### src/rtl/game_session_pkg.sv
// Shared types and helpers for the match-session controller: the session
// state encoding, field widths and the prescaler counter-width helper.
package game_session_pkg;

    localparam int STATE_W = 3;
    localparam int CD_W    = 3;

    typedef enum logic [STATE_W-1:0] {
        ST_IDLE      = 3'd0,
        ST_COUNTDOWN = 3'd1,
        ST_RUN       = 3'd2,
        ST_PAUSED    = 3'd3,
        ST_OVER      = 3'd4
    } session_state_e;

    // Counter width able to hold 0..div-1; never narrower than one bit.
    function automatic int cnt_width(input int div);
        return (div > 1) ? $clog2(div) : 1;
    endfunction

endpackage

### src/rtl/game_session_ctrl_if.sv
// Signal bundle between the session controller and its neighbours: the
// start button / score logic drive the requests, the step engine, VGA
// overlay and seven-segment timer consume the status.
interface game_session_ctrl_if
    import game_session_pkg::*;
#(
    parameter int TIME_W = 8
);

    logic               start_p;
    logic               end_req;
    logic               tie;
    logic [STATE_W-1:0] state;
    logic               frame_tick;
    logic               sec_tick;
    logic [TIME_W-1:0]  sec_left;
    logic [CD_W-1:0]    countdown;
    logic               overtime;
    logic               game_over;

    // Game-side logic: issues requests, observes the session.
    modport master (
        output start_p, end_req, tie,
        input  state, frame_tick, sec_tick, sec_left, countdown, overtime, game_over
    );

    // The session controller itself.
    modport slave (
        input  start_p, end_req, tie,
        output state, frame_tick, sec_tick, sec_left, countdown, overtime, game_over
    );

endinterface

### src/rtl/game_session_ctrl_tick_prescaler.sv
// Free-running divide-by-DIV pulse generator with enable and clear.
// tick is high for the last count of each DIV-cycle period while enabled.
module tick_prescaler
    import game_session_pkg::*;
#(
    parameter int DIV = 2
) (
    input  logic clk,
    input  logic rst_n,
    input  logic en,
    input  logic clr,
    output logic tick
);

    localparam int             CW   = cnt_width(DIV);
    localparam logic [CW-1:0] LAST = CW'(DIV - 1);

    logic [CW-1:0] cnt_q;

    // Count while enabled, wrap at DIV-1; clr drops any partial period.
    always_ff @(posedge clk) begin
        // NOTE: reset is sampled on the clock edge, so it lives inside the
        // clocked branch rather than in the sensitivity list.
        if (!rst_n) begin
            cnt_q <= '0;
        end else if (clr) begin
            cnt_q <= '0;
        end else if (en) begin
            cnt_q <= (cnt_q == LAST) ? '0 : cnt_q + CW'(1);
        end
    end

    assign tick = en && (cnt_q == LAST);

endmodule

### src/rtl/game_session_ctrl.sv
// Match-session controller: sequences idle -> countdown -> run -> pause ->
// over, owns the match clock (sec_left), the resume countdown digit and the
// overtime flag, and gates the physics-step and one-second pulses.
module game_session_ctrl
    import game_session_pkg::*;
#(
    parameter int CLK_HZ        = 100_000_000,
    parameter int FRAME_HZ      = 120,
    parameter int MATCH_SEC     = 180,
    parameter int COUNTDOWN_SEC = 3,
    parameter int OT_SEC        = 30,
    parameter int TIME_W        = 8
) (
    input logic                clk,
    input logic                rst_n,
    game_session_ctrl_if.slave bus
);

    localparam int SEC_DIV   = CLK_HZ;
    localparam int FRAME_DIV = CLK_HZ / FRAME_HZ;

    localparam logic [TIME_W-1:0] MATCH_LEN = TIME_W'(MATCH_SEC);
    localparam logic [TIME_W-1:0] OT_LEN    = TIME_W'(OT_SEC);
    localparam logic [CD_W-1:0]   CD_LEN    = CD_W'(COUNTDOWN_SEC);
    localparam bit                OT_ON     = (OT_SEC > 0);

    session_state_e    state_q,     state_d;
    logic [TIME_W-1:0] sec_left_q,  sec_left_d;
    logic [CD_W-1:0]   countdown_q, countdown_d;
    logic              overtime_q,  overtime_d;

    logic sec_tick;
    logic frame_tick;
    logic sec_en;
    logic frame_en;
    logic state_chg;

    assign sec_en    = (state_q == ST_COUNTDOWN) || (state_q == ST_RUN);
    assign frame_en  = (state_q == ST_RUN);
    // Any transition restarts both prescalers so a new phase always gets
    // full-length seconds and frames.
    assign state_chg = (state_d != state_q);

    tick_prescaler #(.DIV(SEC_DIV)) u_sec_presc (
        .clk   (clk),
        .rst_n (rst_n),
        .en    (sec_en),
        .clr   (state_chg),
        .tick  (sec_tick)
    );

    tick_prescaler #(.DIV(FRAME_DIV)) u_frame_presc (
        .clk   (clk),
        .rst_n (rst_n),
        .en    (frame_en),
        .clr   (state_chg),
        .tick  (frame_tick)
    );

    // State and session counters register.
    always_ff @(posedge clk) begin
        // NOTE: non-blocking assignments here so every flop samples the
        // pre-edge values regardless of statement order.
        if (!rst_n) begin
            state_q     <= ST_IDLE;
            sec_left_q  <= MATCH_LEN;
            countdown_q <= '0;
            overtime_q  <= 1'b0;
        end else begin
            state_q     <= state_d;
            sec_left_q  <= sec_left_d;
            countdown_q <= countdown_d;
            overtime_q  <= overtime_d;
        end
    end

    // Next state plus match clock, countdown digit and overtime flag.
    always_comb begin
        // NOTE: every output of this block gets a hold default first, so no
        // branch can leave one unassigned and infer a latch.
        state_d     = state_q;
        sec_left_d  = sec_left_q;
        countdown_d = countdown_q;
        overtime_d  = overtime_q;

        unique case (state_q)
            ST_IDLE: begin
                if (bus.start_p) begin
                    state_d     = ST_COUNTDOWN;
                    countdown_d = CD_LEN;
                end
            end

            ST_COUNTDOWN: begin
                // A pause request beats the tick that would finish the count.
                if (bus.start_p) begin
                    state_d     = ST_PAUSED;
                    countdown_d = '0;
                end else if (sec_tick) begin
                    if (countdown_q <= CD_W'(1)) begin
                        state_d     = ST_RUN;
                        countdown_d = '0;
                    end else begin
                        countdown_d = countdown_q - CD_W'(1);
                    end
                end
            end

            ST_RUN: begin
                if (bus.end_req) begin
                    state_d = ST_OVER;
                end else if (sec_tick && (sec_left_q <= TIME_W'(1))) begin
                    // Period expired: a tied regulation match earns one
                    // overtime period, anything else ends the match.
                    sec_left_d = '0;
                    if (!overtime_q && bus.tie && OT_ON) begin
                        state_d     = ST_COUNTDOWN;
                        sec_left_d  = OT_LEN;
                        overtime_d  = 1'b1;
                        countdown_d = CD_LEN;
                    end else begin
                        state_d = ST_OVER;
                    end
                end else begin
                    if (sec_tick) begin
                        sec_left_d = sec_left_q - TIME_W'(1);
                    end
                    if (bus.start_p) begin
                        state_d = ST_PAUSED;
                    end
                end
            end

            ST_PAUSED: begin
                if (bus.start_p) begin
                    state_d     = ST_COUNTDOWN;
                    countdown_d = CD_LEN;
                end
            end

            ST_OVER: begin
                if (bus.start_p) begin
                    state_d    = ST_IDLE;
                    sec_left_d = MATCH_LEN;
                    overtime_d = 1'b0;
                end
            end

            default: begin
                state_d = ST_IDLE;
            end
        endcase
    end

    // Drive the status bundle from registered state and the gated ticks.
    always_comb begin
        bus.state      = state_q;
        bus.sec_left   = sec_left_q;
        bus.countdown  = countdown_q;
        bus.overtime   = overtime_q;
        bus.game_over  = (state_q == ST_OVER);
        bus.sec_tick   = sec_tick;
        bus.frame_tick = frame_tick;
    end

endmodule

### src/flat_wrapper.sv
// flat-port wrapper written by rule: the top's interface ports become plain ports
module game_session_ctrl_flat import game_session_pkg::*;
#(
    parameter int CLK_HZ        = 100_000_000,
    parameter int FRAME_HZ      = 120,
    parameter int MATCH_SEC     = 180,
    parameter int COUNTDOWN_SEC = 3,
    parameter int OT_SEC        = 30,
    parameter int TIME_W        = 8
)
  (clk, rst_n, bus_start_p, bus_end_req, bus_tie, bus_state, bus_frame_tick, bus_sec_tick, bus_sec_left, bus_countdown, bus_overtime, bus_game_over);
  game_session_ctrl_if #(.TIME_W(TIME_W)) bus_i ();
  input logic clk;
  input logic rst_n;
  input wire logic [$bits(bus_i.start_p)-1:0] bus_start_p;
  input wire logic [$bits(bus_i.end_req)-1:0] bus_end_req;
  input wire logic [$bits(bus_i.tie)-1:0] bus_tie;
  output wire logic [$bits(bus_i.state)-1:0] bus_state;
  output wire logic [$bits(bus_i.frame_tick)-1:0] bus_frame_tick;
  output wire logic [$bits(bus_i.sec_tick)-1:0] bus_sec_tick;
  output wire logic [$bits(bus_i.sec_left)-1:0] bus_sec_left;
  output wire logic [$bits(bus_i.countdown)-1:0] bus_countdown;
  output wire logic [$bits(bus_i.overtime)-1:0] bus_overtime;
  output wire logic [$bits(bus_i.game_over)-1:0] bus_game_over;
  assign bus_i.start_p = bus_start_p;
  assign bus_i.end_req = bus_end_req;
  assign bus_i.tie = bus_tie;
  assign bus_state = bus_i.state;
  assign bus_frame_tick = bus_i.frame_tick;
  assign bus_sec_tick = bus_i.sec_tick;
  assign bus_sec_left = bus_i.sec_left;
  assign bus_countdown = bus_i.countdown;
  assign bus_overtime = bus_i.overtime;
  assign bus_game_over = bus_i.game_over;
  game_session_ctrl #(.CLK_HZ(CLK_HZ), .FRAME_HZ(FRAME_HZ), .MATCH_SEC(MATCH_SEC), .COUNTDOWN_SEC(COUNTDOWN_SEC), .OT_SEC(OT_SEC), .TIME_W(TIME_W)) u_core (.clk(clk), .rst_n(rst_n), .bus(bus_i));
endmodule
### config.mk
export PLATFORM = sky130hd
export DESIGN_NAME = game_session_ctrl_flat
export DESIGN_NICKNAME = d
export VERILOG_FILES = /design/src/rtl/game_session_pkg.sv /design/src/rtl/game_session_ctrl_if.sv /design/src/rtl/game_session_ctrl_tick_prescaler.sv /design/src/rtl/game_session_ctrl.sv /design/src/flat_wrapper.sv
export SDC_FILE = /design/constraint.sdc
export NUM_CORES = 1
export LEC_CHECK = 0
export CORE_ASPECT_RATIO = 0.75
export CORE_UTILIZATION = 40
export CTS_CLUSTER_DIAMETER = 60
export DETAILED_ROUTE_END_ITERATION = 8
export SLEW_MARGIN = 25
export SYNTH_ARGS = -nofsm -noshare
export SYNTH_HDL_FRONTEND = slang
export SYNTH_SLANG_ARGS = --single-unit
export TNS_END_PERCENT = 50
### constraint.sdc
create_clock -name clk -period 3.05 [get_ports clk]
set_input_delay 0.61 -clock clk [delete_from_list [all_inputs] [get_ports clk]]
set_output_delay 0.61 -clock clk [all_outputs]
set_load 0.005 [all_outputs]
-- Word-level counts from Yosys, hierarchy flattened
Index checks and enable logic that the tools add are counted.
- register bits: 62
- latch bits: 0
- RAM bits: 0
- bits in read-only memories: 0
- bits of input ports: 5
- output and inout bits: 18
- word-level logic and storage cells: 72
- memories: 0
- add/subtract/negate cells: 4
- multipliers: 0
- div/mod/pow operators: 0
- magnitude comparators: 2
- equal/unequal tests: 14
- shifts and indexed selects: 0
- multiplexer cells: 31
- bitwise operators: 1
- reductions and logical operators: 14
- operator list (kind ; number):
    3-bit 2-to-1 mux ; 16
    8-bit 2-to-1 mux ; 4
    27-bit by 1-bit adder with 27-bit output, second input constant ; 1
    27-bit == test, second input constant ; 1
    27-bit 2-to-1 mux ; 1
    20-bit by 1-bit adder with 20-bit output, second input constant ; 1
    20-bit == test, second input constant ; 1
    20-bit 2-to-1 mux ; 1
    8-bit one-hot mux with 2 select lines ; 1
    3-bit one-hot mux with 4 select lines ; 1
    3-bit one-hot mux with 3 select lines ; 1
    8-bit by 1-bit less-or-equal comparator with 1-bit output, second input constant ; 1
    8-bit by 1-bit subtractor with 8-bit output, second input constant ; 1
    3-bit by 2-bit == test with 1-bit output, second input constant ; 2
    2-bit by 1-bit inequality test with 1-bit output, second input constant ; 3
    6-bit AND reduction ; 1
    5-bit 2-to-1 mux ; 1
    5-bit AND reduction ; 1
    1-bit logical AND ; 4
    1-bit 2-to-1 mux ; 4
    2-bit inequality test, second input constant ; 2
    4-bit AND reduction ; 1
    2-bit OR reduction ; 2
    3-bit by 1-bit == test with 1-bit output, second input constant ; 1
    other kinds (13) ; 13

-- Longest topological paths before layout
- word-level depth: 9
- depth in mapped cells: 10
- depth with buffers taken out: 8

-- Hierarchy
A second synthesis with hierarchy kept.
- cell total of the unflattened synthesis: 410
- area total of the unflattened synthesis: 3520.9 µm²
- modules (own cells, without submodules) (module ; times used ; cells an instance ; area each (µm²) ; seq. area each (µm²)):
    tick_prescaler at u_core.u_sec_presc ; 1 ; 156 ; 1352.5 ; 540.5
    game_session_ctrl ; 1 ; 136 ; 1156.1 ; 300.3
    tick_prescaler at u_core.u_frame_presc ; 1 ; 118 ; 1012.2 ; 400.4

-- Worst setup path after synthesis
Ideal clock, no wire load.
- path type: register to output
- start: register u_core.u_sec_presc.cnt_q[0]
- end: output bus_sec_tick
- arrival time: 1.778 ns
- slack: 0.662 ns
- stages on the path, launching flop included: 6
- path through: dfxtp_1 > ha_1 > and4_1 > nand4_2 > nor3_1 > clkbuf_1
- cells in the longest elaborated chain, start to end: 2
- RTL lines (item ; RTL line ; text):
    start, declared ; game_session_ctrl_tick_prescaler.sv:18 ; logic [CW-1:0] cnt_q;
    start signal, assigned ; game_session_ctrl_tick_prescaler.sv:29 ; cnt_q <= (cnt_q == LAST) ? '0 : cnt_q + CW'(1);
    27-bit == test ; game_session_ctrl_tick_prescaler.sv:33 ; assign tick = en && (cnt_q == LAST);
    1-bit logical AND ; game_session_ctrl_tick_prescaler.sv:33 ;
    end, declared ; flat_wrapper.sv:20 ; output wire logic [$bits(bus_i.sec_tick)-1:0] bus_sec_tick;
No other way between the ends.

-- Worst setup path after layout
Same ends and word-level chain as after synthesis.

==> tab_implementation.tex <==
\begin{tabular}{lr}
\hline
Metric & Value \\
\hline
\multicolumn{2}{l}{\textbf{Clocking}} \\
\quad Post-CTS resize count & 0 \\
\quad H-tree Lvls & 3 \\
\quad Root Buffer Master & sky130\_fd\_sc\_hd\_\_clkbuf\_16 \\
\quad Hold buffer count at cts & 0 \\
\quad Post-CTS Setup Bufs & 0 \\
\quad Clock Pin Slew Worst Setup and Hold Paths & 50 ps \\
\quad Clock insertion delay at the later pin of the skew report & 320 ps \\
\quad Num Clock Sinks & 62 \\
\quad Clock tree from TritonCTS & built \\
\quad Number of buffers added by the clock tree synthesis step & 9 \\
\quad Clock Tree Buf Depth & 2 \\
\multicolumn{2}{l}{\textbf{Floorplanning}} \\
\quad Full die area & 8990 µm² \\
\quad Number of top-level design ports & 23 \\
\quad Vertical die dimension & 82.4 µm \\
\quad Row count & 28 \\
\quad Core footprint & 8130 µm² \\
\quad Starting utilization of the core area & 42.4\% \\
\quad Die X-Extent & 109 µm \\
\multicolumn{2}{l}{\textbf{Route}} \\
\quad Drt total wl & 8160 µm \\
\quad Via density per instance & 5.45 \\
\quad Detailed-route wire length per cell & 14.7 µm \\
\quad Initial DRC Count & 232 \\
\quad DR DRC count & 0 \\
\quad Detailed-route via count & 3029 \\
\quad DRT antenna net count & 0 \\
\quad First drt pass iteration count & 4 \\
\multicolumn{2}{l}{\textbf{Synth}} \\
\quad Combined area of all synthesized cells & 3440 µm² \\
\quad Distinct cells, synth & 52 \\
\quad Primary FF master, synth & sky130\_fd\_sc\_hd\_\_dfxtp\_1 \\
\quad Synthesized net count & 432 \\
\quad Synthesized area per cell & 8.20 µm² \\
\quad Number of synthesized register bits & 62 \\
\quad Fraction of registers with async set or reset after synthesis & 0\% \\
\quad Warnings, synthesis & 0 \\
\quad Number of flops mapped to enable cells by yosys & 0 \\
\quad Number of cells produced by synthesis & 420 \\
\quad Register area share after synthesis & 36.0\% \\
\multicolumn{2}{l}{\textbf{Setup path}} \\
\quad Critical path startpoint category & register \\
\quad Crit Path Category & register to output port \\
\quad Req. time, crit path & 2440 ps \\
\quad Data arrival, critical path & 2270 ps \\
\quad Worst Setup End Kind & output port \\
\quad R2r worst-path depth & 8 \\
\quad Highest fanout seen on the critical path & 8 \\
\multicolumn{2}{l}{\textbf{Final layout}} \\
\quad Final instance count without filler cells & 556 \\
\quad Final \#Nets & 458 \\
\quad Fin area & 4090 µm² \\
\quad Count of inserted antenna diode cells & 0 \\
\quad Area delta synth->final & 18.8\% \\
\quad Share of post-route cells with drive strength above 1 & 9.31\% \\
\multicolumn{2}{l}{\textbf{Timing}} \\
\quad Minimum period implied by the final worst setup slack & 2880 ps \\
\quad Worst Tran Pin Value & 632 ps \\
\quad RSZ-0062 raised after global routing & no \\
\quad Max frequency & 0.347 GHz \\
\quad Setup TNS & 0 ps \\
\quad Number of max-slew violations in the final report & 0 \\
\quad Worst-case setup margin in the final layout & 168 ps \\
\quad Clock Skew & 6.40 ps \\
\quad Final count of hold timing violations & 0 \\
\quad Setup Viol. Count Final & 0 \\
\quad Share of the cycle needed by the critical path after routing & 94.5\% \\
\quad Worst slew slack as a fraction of its limit & 56.7\% \\
\multicolumn{2}{l}{\textbf{Pwr}} \\
\quad Pwr per Cell Area & 465 nW/µm² \\
\quad Peak ir drop on the vdd network & 313 µV \\
\quad Leakage & 0.00139 µW \\
\quad Total power draw & 1900 µW \\
\multicolumn{2}{l}{\textbf{Global route}} \\
\quad Combined global-route utilization of all metal layers & 20.3\% \\
\quad Total overflow reported by the global router & 0 \\
\quad Number of antenna violations at the first check in global routing & 0 \\
\quad Pin count of the biggest net entering global routing & 48 \\
\quad Wire length of the first global-routing pass & 13900 µm \\
\quad Via count of the first global-routing pass & 2840 \\
\multicolumn{2}{l}{\textbf{Place}} \\
\quad Cell Area, Placed & 3820 µm² \\
\quad Setup slack at placement & 341 ps \\
\quad Final RePlAce weighted congestion & 0.875 \\
\quad Placed cell count & 540 \\
\quad Port-buffer cells & 22 \\
\quad HPWL after detailed placement & 5750 µm \\
\multicolumn{2}{l}{\textbf{Run status}} \\
\quad Outcome & finished, final reports clean \\
\multicolumn{2}{l}{\textbf{Job}} \\
\quad Max-Cap Viols & 0 \\
\multicolumn{2}{l}{\textbf{Min path}} \\
\quad Worst Hold Path Cells & 2 \\
\quad Class of the worst hold path & register to register \\
\hline
\end{tabular}
registers in the layout, indices dropped and copies added (netlist names):
register                    flops
u_core.u_frame_presc.cnt_q     20
u_core.bus.sec_left             8
u_core.bus.countdown            3
u_core.bus.state                3
u_core.bus.overtime             1
u_core.u_sec_presc.cnt_q       27
Yosys cell counts, types with 3 or more instances:
| cell | n | area (µm²) |
|---|---|---|
| sky130_fd_sc_hd__and3_1 | 18 | 113 |
| sky130_fd_sc_hd__nor3b_1 | 7 | 52.6 |
| sky130_fd_sc_hd__o21ai_0 | 19 | 95.1 |
| sky130_fd_sc_hd__xor2_1 | 18 | 158 |
| sky130_fd_sc_hd__nor2b_1 | 5 | 31.3 |
| sky130_fd_sc_hd__and4_1 | 8 | 70.1 |
| sky130_fd_sc_hd__dfxtp_1 | 62 | 1240 |
| sky130_fd_sc_hd__nor4b_1 | 4 | 35.0 |
| sky130_fd_sc_hd__o221ai_1 | 3 | 26.3 |
| sky130_fd_sc_hd__nor3_2 | 6 | 60.1 |
| sky130_fd_sc_hd__nor2_1 | 48 | 180 |
| sky130_fd_sc_hd__nand3_1 | 21 | 105 |
| sky130_fd_sc_hd__nor3_1 | 30 | 150 |
| sky130_fd_sc_hd__nor4_1 | 10 | 62.6 |
| sky130_fd_sc_hd__xnor2_1 | 22 | 193 |
| sky130_fd_sc_hd__inv_1 | 13 | 48.8 |
| sky130_fd_sc_hd__and2_1 | 7 | 43.8 |
| sky130_fd_sc_hd__clkbuf_1 | 12 | 45.0 |
| sky130_fd_sc_hd__nand4_1 | 11 | 68.8 |
| sky130_fd_sc_hd__nand2_1 | 27 | 101 |
| sky130_fd_sc_hd__a21boi_0 | 4 | 30.0 |
| sky130_fd_sc_hd__o31ai_1 | 3 | 22.5 |
| sky130_fd_sc_hd__buf_2 | 3 | 15.0 |
| sky130_fd_sc_hd__nand3b_1 | 3 | 22.5 |
| sky130_fd_sc_hd__a21oi_1 | 15 | 75.1 |
| sky130_fd_sc_hd__ha_1 | 7 | 87.6 |
worst paths after layout:
check                              startpoint                           end  slack, ps
setup / recovery  u_core.u_sec_presc.cnt_q[0]                  bus_sec_tick        170
hold / removal    u_core.u_sec_presc.cnt_q[1]   u_core.u_sec_presc.cnt_q[1]        480
setup reg to reg  u_core.u_sec_presc.cnt_q[0]  u_core.u_sec_presc.cnt_q[21]        340
hold reg to reg   u_core.u_sec_presc.cnt_q[1]   u_core.u_sec_presc.cnt_q[1]        480
routing by layer:
layer	up-vias	wire [µm]	track usage, %
met5	-	0	0
met4	0	40	6.49
met3	2	371	5.73
met2	57	3280	29.1
li1	1560	-	-
met1	1410	4470	29.0
layout by cell type, fill, tap and decap left out, types with 3 or more instances in the layout:
cell type,instances
sky130_fd_sc_hd__nor2b_1,5
sky130_fd_sc_hd__nor3b_1,7
sky130_fd_sc_hd__a21oi_1,15
sky130_fd_sc_hd__nor2_1,48
sky130_fd_sc_hd__and3_1,18
sky130_fd_sc_hd__and4_1,8
sky130_fd_sc_hd__ha_1,7
sky130_fd_sc_hd__and2_1,7
sky130_fd_sc_hd__o31ai_1,3
sky130_fd_sc_hd__inv_1,13
sky130_fd_sc_hd__nor4_1,10
sky130_fd_sc_hd__nand3b_1,3
sky130_fd_sc_hd__nand3_1,21
sky130_fd_sc_hd__a21boi_0,4
sky130_fd_sc_hd__clkbuf_16,9
sky130_fd_sc_hd__buf_4,10
sky130_fd_sc_hd__xor2_1,18
sky130_fd_sc_hd__dfxtp_1,62
sky130_fd_sc_hd__nand2_1,27
sky130_fd_sc_hd__xnor2_1,22
sky130_fd_sc_hd__nor4b_1,4
sky130_fd_sc_hd__nor3_2,7
sky130_fd_sc_hd__nor3_1,29
sky130_fd_sc_hd__clkdlybuf4s50_1,22
sky130_fd_sc_hd__clkinv_2,3
sky130_fd_sc_hd__nand4_1,11
sky130_fd_sc_hd__o21ai_0,19
per-stage QoR:
step	util (%)	hold slack [ps]
floorplan	-	444
global placement	47.0	470
detailed placement	47.0	472
CTS	50.3	482
global route	50.3	511
finish	50.3	482
report_power, final:
group	switching, µW	leakage [µW]	internal (µW)	total [µW]
registers	10.5	0.000501	819	830
logic	95.7	0.000757	65.6	161
clock network	343	0.000132	567	909
total	449	0.00139	1450	1900
area by class of cell:
class,count,area [µm²]
clock buffers,12,246
clock inverters,4,22.5
fillers,803,4040
inverters,13,48.8
multi-input cells,327,2090
flip-flops and latches,62,1240
well taps,105,131
repair buffers,33,315
critical path, stage by stage, from the launching register on:
cell and delay [ps]:
sky130_fd_sc_hd__dfxtp_1 370, sky130_fd_sc_hd__ha_1 210, sky130_fd_sc_hd__and4_1 250, sky130_fd_sc_hd__nand4_2 250
sky130_fd_sc_hd__nor3_2 320, sky130_fd_sc_hd__clkdlybuf4s50_1 560
cell families after synthesis:
family	synth area share (%)
compound gates	11.3
xor+xnor	10.6
fa+ha+maj	2.54
buf+inv	4.03
flops	36.0
mux	0.291
simple gates	35.1
Note: power is estimated with default switching activity, not from simulation.
